==> config.mk <==
export PLATFORM = sky130hd
export DESIGN_NAME = call_stack
export DESIGN_NICKNAME = d
export VERILOG_FILES = /design/src/rtl/cpu_pkg.sv /design/src/rtl/stack_mem.sv /design/src/rtl/call_stack.sv
export SDC_FILE = /design/constraint.sdc
export NUM_CORES = 1
export LEC_CHECK = 0
export CAP_MARGIN = 30
export CELL_PAD_IN_SITES_DETAIL_PLACEMENT = 1
export CELL_PAD_IN_SITES_GLOBAL_PLACEMENT = 1
export CORE_MARGIN = 2
export CORE_UTILIZATION = 54
export DETAILED_ROUTE_END_ITERATION = 16
export PLACE_DENSITY = 0.86
export SETUP_SLACK_MARGIN = 0.2
export SYNTH_ARGS = -nofsm -noshare
export SYNTH_HDL_FRONTEND = slang
export SYNTH_SLANG_ARGS = --single-unit
==> constraint.sdc <==
create_clock -name clk -period 6.75 [get_ports clk]
set_input_delay 0.675 -clock clk [delete_from_list [all_inputs] [get_ports clk]]
set_output_delay 0.675 -clock clk [all_outputs]
set_load 0.1 [all_outputs]
==> src/rtl/cpu_pkg.sv <==
// Datapath-wide constants shared by the control unit, ALU and call stack,
// plus the packed layout of one saved return context.
package cpu_pkg;

  localparam int PC_WIDTH    = 9;
  localparam int FLAGS_WIDTH = 4;
  localparam int STACK_DEPTH = 8;

  // ALU flag bit positions inside a FLAGS_WIDTH flag word
  localparam int FLAG_Z = 0;
  localparam int FLAG_C = 1;
  localparam int FLAG_N = 2;
  localparam int FLAG_V = 3;

  localparam int STACK_ENTRY_WIDTH = FLAGS_WIDTH + PC_WIDTH;

  typedef struct packed {
    logic [FLAGS_WIDTH-1:0] flags;
    logic [PC_WIDTH-1:0]    pc;
  } stack_entry_t;

  function automatic stack_entry_t make_entry(input logic [FLAGS_WIDTH-1:0] flags,
                                              input logic [PC_WIDTH-1:0]    pc);
    stack_entry_t e;
    e.flags = flags;
    e.pc    = pc;
    return e;
  endfunction

endpackage

==> src/rtl/stack_mem.sv <==
// Register file holding the saved contexts: one synchronous write port and
// one asynchronous read port. Contents are deliberately left unreset.
module stack_mem #(
  parameter int DEPTH = 8,
  parameter int WIDTH = 13,
  parameter int AW    = $clog2(DEPTH)
) (
  input  logic             clk,
  input  logic             i_we,
  input  logic [AW-1:0]    i_waddr,
  input  logic [WIDTH-1:0] i_wdata,
  input  logic [AW-1:0]    i_raddr,
  output logic [WIDTH-1:0] o_rdata
);

  logic [WIDTH-1:0] r_mem [DEPTH];

  always_ff @(posedge clk) begin
    if (i_we) begin
      r_mem[i_waddr] <= i_wdata;
    end
  end

  assign o_rdata = r_mem[i_raddr];

endmodule

==> src/rtl/call_stack.sv <==
// Hardware return stack: saves {flags, pc} on call and restores it on return.
// Owns the stack pointer, the registered pop outputs and the sticky error flags.
module call_stack #(
  parameter int DEPTH       = cpu_pkg::STACK_DEPTH,
  parameter int PC_WIDTH    = cpu_pkg::PC_WIDTH,
  parameter int FLAGS_WIDTH = cpu_pkg::FLAGS_WIDTH
) (
  input  logic                     clk,
  input  logic                     reset,
  input  logic                     in_push_en,
  input  logic                     in_pop_en,
  input  logic [PC_WIDTH-1:0]      in_pc,
  input  logic [FLAGS_WIDTH-1:0]   in_flags,
  output logic [PC_WIDTH-1:0]      out_pc,
  output logic [FLAGS_WIDTH-1:0]   out_flags,
  output logic [$clog2(DEPTH):0]   out_depth,
  output logic                     out_empty,
  output logic                     out_full,
  output logic                     out_overflow,
  output logic                     out_underflow
);

  localparam int AW  = $clog2(DEPTH);
  localparam int SPW = AW + 1;
  localparam int EW  = FLAGS_WIDTH + PC_WIDTH;

  logic [SPW-1:0]         r_sp;
  logic [PC_WIDTH-1:0]    r_out_pc;
  logic [FLAGS_WIDTH-1:0] r_out_flags;
  logic                   r_overflow;
  logic                   r_underflow;

  logic [SPW-1:0] w_sp_dec;
  logic           w_empty;
  logic           w_full;
  logic           w_pop_ok;
  logic           w_push_ok;
  logic [AW-1:0]  w_rd_addr;
  logic [AW-1:0]  w_wr_addr;
  logic [EW-1:0]  w_wdata;
  logic [EW-1:0]  w_rdata;

  assign w_sp_dec  = r_sp - SPW'(1);
  assign w_empty   = (r_sp == '0);
  assign w_full    = (r_sp == SPW'(DEPTH));
  assign w_pop_ok  = in_pop_en && !w_empty;
  // A push into a full stack is still fine when a pop frees the top slot first
  assign w_push_ok = in_push_en && (!w_full || w_pop_ok);
  assign w_rd_addr = w_sp_dec[AW-1:0];
  assign w_wr_addr = w_pop_ok ? w_sp_dec[AW-1:0] : r_sp[AW-1:0];
  assign w_wdata   = {in_flags, in_pc};

  stack_mem #(
    .DEPTH (DEPTH),
    .WIDTH (EW),
    .AW    (AW)
  ) u_stack_mem (
    .clk     (clk),
    .i_we    (w_push_ok),
    .i_waddr (w_wr_addr),
    .i_wdata (w_wdata),
    .i_raddr (w_rd_addr),
    .o_rdata (w_rdata)
  );

  always_ff @(posedge clk or posedge reset) begin
    if (reset) begin
      r_sp        <= '0;
      r_out_pc    <= '0;
      r_out_flags <= '0;
      r_overflow  <= 1'b0;
      r_underflow <= 1'b0;
    end else begin
      if (w_pop_ok) begin
        {r_out_flags, r_out_pc} <= w_rdata;
      end
      if (w_push_ok && !w_pop_ok) begin
        r_sp <= r_sp + SPW'(1);
      end else if (w_pop_ok && !w_push_ok) begin
        r_sp <= w_sp_dec;
      end
      if (in_push_en && !in_pop_en && w_full) begin
        r_overflow <= 1'b1;
      end
      if (in_pop_en && w_empty) begin
        r_underflow <= 1'b1;
      end
    end
  end

  assign out_pc        = r_out_pc;
  assign out_flags     = r_out_flags;
  assign out_depth     = r_sp;
  assign out_empty     = w_empty;
  assign out_full      = w_full;
  assign out_overflow  = r_overflow;
  assign out_underflow = r_underflow;

endmodule

==> results.sh, run 1 <==
export IMPL_diodes=0
export IMPL_die_w_um=99.3
export IMPL_tightest_slew_ps=997
export IMPL_dr_pass1_iters=4
export IMPL_synth_top_family_by_area="multiplexers"
export IMPL_rsz0062_at_grt="no"
export IMPL_cp_arrival_ps=3420
export IMPL_p_int_w=0.00195
export IMPL_fmax_mhz=244
export IMPL_dieArea_sq_mm=0.00986
export IMPL_syn_cell_area_sq_mm=0.00490
export IMPL_cts_sinks=123
export IMPL_tns_ps=0
export IMPL_drv_slew=0
export IMPL_synth_seq_cells=123
export IMPL_antenna_left=0
export IMPL_wl_per_cell_um=27.7
export IMPL_setup_viol=0
export IMPL_fin_skew_ps=7.49
export IMPL_timing_rr_start="out_depth[1]$_DFFE_PP0P_"
export IMPL_drcViolationCount=0
export IMPL_portBuffers=37
export IMPL_startpoint="out_depth[1]$_DFFE_PP0P_"
export IMPL_max_cap_violations=0
export IMPL_synthFlopType="edfxtp_1"
export IMPL_yosys_area_top_type="edfxtp_1"
export IMPL_h_tree_depth=4
export IMPL_crit_family="buffers and inverters"
export IMPL_drive_above_1_share=0.212
export IMPL_synth_mux_area_frac=0.133
export IMPL_critPathLaunchType="flip-flop"
export IMPL_crit_type="reg2out"
export IMPL_holdBufCountCts=0
export IMPL_path_buf_inv=2
export IMPL_track_usage=0.272
export IMPL_yosysUniqueCellTypes=38
export IMPL_cts_setup_buffers=0
export IMPL_syn_inst=266
export IMPL_ios=38
export IMPL_grt_pass1_wl_mm=18.7
export IMPL_synth_area_leaders="edfxtp_1 64%, mux4_2 10%, dfrtp_1 9.7%"
export IMPL_yosysMostFrequentCell="edfxtp_1"
export IMPL_synth_top_area_share=0.637
export IMPL_syn_nets=286
export IMPL_hold_violations=0
export IMPL_worstPathMaxFanout=13
export IMPL_gp_congestion=0.830
export IMPL_crit_end="out_empty"
export IMPL_synth_compound_area_frac=0.0482
export IMPL_period_needed_ps=4090
export IMPL_reg2reg_depth=8
export IMPL_cts_root_buffer="clkbuf_8"
export IMPL_path_cells="inv_1 > ha_1 > nor3b_1 > clkdlybuf4s50_1"
export IMPL_hpwl_mm=7.08
export IMPL_route_vias_total=2730
export IMPL_overflow=0
export IMPL_final_util=0.678
export IMPL_slew_headroom=0.334
export IMPL_synth_adder_area_share=0.00765
export IMPL_totalWireLength_mm=12.3
export IMPL_grt_max_degree=34
export IMPL_syn_avg_cell_area_sq_um=18.4
export IMPL_coreArea_sq_mm=0.00876
export IMPL_total_power_w=0.00334
export IMPL_async_reset_ff_frac=0.154
export IMPL_p_switching_w=0.00139
export IMPL_power_frac_comb=0.431
export IMPL_vias_per_cell=6.16
export IMPL_initial_core_util=0.560
export IMPL_n_fill_cell=755
export IMPL_post_route_period_util=0.607
export IMPL_drtIter0Drc=231
export IMPL_p_leak_nw=2.09
export IMPL_die_height_um=99.3
export IMPL_yosys_area_share_simple=0.0426
export IMPL_outcome="finished clean"
export IMPL_slowest_delay_ps=1250
export IMPL_synth_edf_count=104
export IMPL_clk_insertion_delay_late_ps=510
export IMPL_p_sw_frac=0.416
export IMPL_crit_required_ps=6070
export IMPL_hp_class="reg2reg"
export IMPL_cts_resized_gates=0
export IMPL_first_global_vias=2970
export IMPL_cellPowerDensity_mw_per_mm2=563
export IMPL_cp_depth=4
export IMPL_cts_tree="done"
export IMPL_cts_buffers=17
export IMPL_antenna_found_initial=0
export IMPL_rows=34
export IMPL_cts_buffer_depth=2
export IMPL_area_growth_pct=21.1
export IMPL_reg2reg_setup_slack_ps=3480
export IMPL_slowest_stage="clkdlybuf4s50_1"
export IMPL_synth_xor_area_frac=0.0105
export IMPL_yosys_warnings=0
export IMPL_ir_drop_mv=0.285
export IMPL_r2r_end="u_stack_mem.r_mem[2][2]$_DFFE_PP_"
export IMPL_fin_nets=342
export IMPL_synth_yosys_seq_area_share=0.734
export IMPL_ys_top_cells_by_count="104 x edfxtp_1, 25 x nand2_1, 22 x mux4_2"
export IMPL_pwr_share_clk=0.248
export IMPL_power_frac_seq=0.321
export IMPL_endpoint_kind="output pin"
export IMPL_clk_pin_slew_worst_paths_ps=60
## flip-flops by register name (all words and copies together), names as in the netlist
signal	count
out_overflow	1
out_pc	9
out_flags	4
out_underflow	1
u_stack_mem.r_mem	104
out_depth	4
## how the worst min path moves through the flow
stage,end,cells past startpoint,start
5_1_grt,out_underflow$_DFFE_PP0P_,1,out_underflow$_DFFE_PP0P_
3_5_place_dp,out_underflow$_DFFE_PP0P_,1,out_underflow$_DFFE_PP0P_
6_report,out_pc[7]$_DFFE_PP0N_,2,out_pc[7]$_DFFE_PP0N_
4_1_cts,out_underflow$_DFFE_PP0P_,1,out_underflow$_DFFE_PP0P_
2_1_floorplan,out_depth[0]$_DFFE_PP0P_,1,reset
3_3_place_gp,out_flags[0]$_DFFE_PP0N_,2,out_flags[0]$_DFFE_PP0N_
## worst register-to-register path: cells and delay by family, from the launching register on
family | cells | cell delay [ps]
adders and majority gates | 1 | 410
AOI/OAI and AO/OA | 2 | 890
DFF | 1 | 480
and+or+nand+nor | 2 | 400
buffers and inverters | 3 | 790
## power by group through the flow
stage	Clock (W)	Sequential, W	Combinational [W]
2_1_floorplan	0	0.00146	0.000718
3_3_place_gp	0	0.00107	0.00138
3_5_place_dp	0	0.00108	0.00143
4_1_cts	0.000840	0.00107	0.00144
5_1_grt	0.000871	0.00109	0.00152
6_report	0.000829	0.00107	0.00144
## final cells by class
type,instances,area [sq um],area share
Sequential cell,123,3600,0.606
Timing Repair Buffer,48,453,0.0762
Clock inverter,14,123,0.0206
Tap cell,108,135,0.0227
Multi-Input combinational cell,127,1190,0.200
Inverter,5,18.8,0.00316
Clock buffer,18,428,0.0720
## through the flow
| step | std cells | instance area, sq um | setup slack [ps] | hold WS [ps] |
|---|---|---|---|---|
| 2_1_floorplan | 266 | 4900 | 2050 | 626 |
| 3_3_place_gp | 410 | 5380 | 3390 | 450 |
| 3_5_place_dp | 410 | 5380 | 3260 | 449 |
| 4_1_cts | 442 | 5930 | 2700 | 464 |
| 5_1_grt | 443 | 5940 | 2580 | 487 |
| 6_report | 443 | 5940 | 2660 | 460 |
## kinds of logic (layout without fill, tap and decap cells)
group                    Yosys count  after routing
AND/OR/NAND/NOR                   47             47
flip-flops                       123            123
adder cells (fa/ha/maj)            3              3
multiplexers                      36             36
XOR/XNOR                           5              5
AO/OA/AOI/OAI                     36             36
buffers and inverters             16             85
## metal layers
metal  vias up  part of all wire  GRT usage
met5         -                 0          0
met4         0             0.025      0.117
met3        27             0.047     0.0597
met2       112              0.52      0.447
met1      1420              0.41      0.355
li1       1171                 -          -
## cell usage in the layout, fill, tap and decap left out, types with 2 or more instances in the layout
cell,n
a21oi_1,8
clkinv_2,2
mux2i_1,13
nand2_1,25
mux4_2,22
edfxtp_1,104
clkinvlp_4,7
nor3_1,2
ha_1,3
clkbuf_8,2
o22ai_1,2
dfrtp_1,19
nor2_1,9
inv_2,2
o21bai_1,2
inv_1,3
nand2b_1,4
a211oi_1,2
clkdlybuf4s50_1,37
a22oi_1,11
nand4_1,2
buf_4,11
inv_6,2
clkbuf_16,16
o21ai_1,5
xor2_1,3
No activity file was read; power rests on OpenSTA's default activity.
==> run 2: changes to the inputs <==
Settings changed: CORE_UTILIZATION 54 to 50, PLACE_DENSITY 0.86 to 0.81.
Clock period 6.75 ns to 4.2 ns, I/O delays scaled along.
==> run 2 against run 1 <==
Net effect: global-route usage is 3.0 points lower; sequential cell count did not move; clock-buffer cell count is the same; via count shrank 0.84%; critical endpoint is now out_depth[2]$_DFFE_PP0P_; highest routed layer unchanged.
==> results.sh, run 2 (synthesis gave the netlist of run 1 again) <==
export IMPL_grt_max_degree=28
export IMPL_overflow=0
export IMPL_diodes=0
export IMPL_cts_sinks=123
export IMPL_crit_family="adder cells"
export IMPL_holdBufCountCts=0
export IMPL_cts_resized_gates=0
export IMPL_crit_type="reg2reg"
export IMPL_slew_headroom=0.319
export IMPL_cts_buffer_depth=2
export IMPL_cts_tree="done"
export IMPL_drv_slew=0
export IMPL_path_buf_inv=1
export IMPL_track_usage=0.242
export IMPL_grt_pass1_wl_mm=17.6
export IMPL_die_w_um=103
export IMPL_crit_required_ps=4580
export IMPL_post_route_period_util=0.726
export IMPL_crit_path_frequent_cell="ha_1"
export IMPL_totalWireLength_mm=11.4
export IMPL_largest_reg_flops=104
export IMPL_final_cell_mix="104 x edfxtp_1, 34 x clkdlybuf4s50_1, 25 x nand2_1"
export IMPL_drcViolationCount=0
export IMPL_critPathLaunchType="flip-flop"
export IMPL_worstPathMaxFanout=17
export IMPL_hp_class="in2async"
export IMPL_n_fill_cell=896
export IMPL_dr_pass1_iters=4
export IMPL_drive_above_1_share=0.231
export IMPL_gp_congestion=0.804
export IMPL_fin_skew_ps=7.60
export IMPL_fmax_mhz=328
export IMPL_hpwl_mm=6.78
export IMPL_rsz0062_at_grt="no"
export IMPL_path_cells="inv_2 > ha_1 > nand2b_1 > o21ai_2 > ha_1 > mux2i_1 > nor2_1 > xor2_1"
export IMPL_vias_per_cell=5.76
export IMPL_regMostFlops="u_stack_mem.r_mem"
export IMPL_final_common_cell="edfxtp_1"
export IMPL_clk_pin_slew_worst_paths_ps=60
export IMPL_die_height_um=103
export IMPL_dieArea_sq_mm=0.0106
export IMPL_antenna_found_initial=0
export IMPL_drtIter0Drc=148
export IMPL_period_needed_ps=3050
export IMPL_slowest_delay_ps=830
export IMPL_max_cap_violations=0
export IMPL_antenna_left=0
export IMPL_hold_violations=0
export IMPL_wl_per_cell_um=24.3
export IMPL_outcome="finished clean"
export IMPL_clk_insertion_delay_late_ps=520
export IMPL_endpoint_kind="flip-flop"
export IMPL_setup_viol=0
export IMPL_rows=36
export IMPL_coreArea_sq_mm=0.00964
export IMPL_cp_arrival_ps=3430
export IMPL_portBuffers=37
export IMPL_area_growth_pct=22.6
export IMPL_route_vias_total=2707
export IMPL_h_tree_depth=4
export IMPL_tns_ps=0
export IMPL_fin_nets=344
export IMPL_first_global_vias=2987
export IMPL_cts_setup_buffers=0
export IMPL_cts_root_buffer="clkbuf_8"
export IMPL_cts_buffers=17
export IMPL_reg2reg_setup_slack_ps=1150
export IMPL_tightest_slew_ps=1020
export IMPL_initial_core_util=0.509
export IMPL_ios=38
export IMPL_slowest_stage="o21ai_2"
==> run 2: changes by cell type in the layout (fill, tap and decap cells not counted), moves of 2 or more <==
cell and change:
clkinv_4 +2, clkdlybuf4s50_1 -3, clkinvlp_4 -2, buf_4 +5
==> run 2: worst paths after layout <==
kind / startpoint / to / cells after the start
max reg2reg: out_depth[0]$_DFFE_PP0P_ / out_depth[2]$_DFFE_PP0P_ / 8
max: out_depth[0]$_DFFE_PP0P_ / out_depth[2]$_DFFE_PP0P_ / 8
min reg2reg: out_underflow$_DFFE_PP0P_ / out_underflow$_DFFE_PP0P_ / 1
max in group asynchronous: reset / out_flags[1]$_DFFE_PP0N_ / 2
min in group clk: out_underflow$_DFFE_PP0P_ / out_underflow$_DFFE_PP0P_ / 1
min: reset / out_depth[3]$_DFFE_PP0P_ / 2
==> run 2: layout make-up <==
cell class | count | area [sq um] | share of cell area
timing repair buffer | 50 | 460 | 0.0766
clock inverter | 14 | 148 | 0.0246
sequential | 123 | 3600 | 0.599
clock buffer | 18 | 428 | 0.0712
tap | 133 | 166 | 0.0277
inverter | 5 | 18.8 | 0.00312
multi-input combinational | 127 | 1190 | 0.198
==> run 2: metrics by stage <==
stage | setup slack [ps] | utilization | instance area [sq um] | hold WS, ps | instances
finish | 1150 | 0.624 | 6010 | 406 | 470
floorplan | 529 | - | 4910 | 371 | 266
global route | 936 | 0.624 | 6010 | 447 | 470
detailed placement | 1210 | 0.564 | 5440 | 451 | 438
global placement | 1350 | 0.564 | 5440 | 451 | 438
CTS | 1180 | 0.624 | 6010 | 425 | 470
==> run 2: layer usage <==
| layer | track usage | vias to the layer above | wire length, um |
|---|---|---|---|
| met5 | 0 | - | 0 |
| met4 | 0.130 | 0 | 402 |
| met3 | 0.0759 | 31 | 674 |
| met2 | 0.383 | 105 | 5780 |
| met1 | 0.299 | 1398 | 4550 |
| li1 | - | 1173 | - |
Power of run 2 is left out: the tool's default activity adds up to more than one toggle a clock period on the data nets, which glitch-free logic cannot reach.
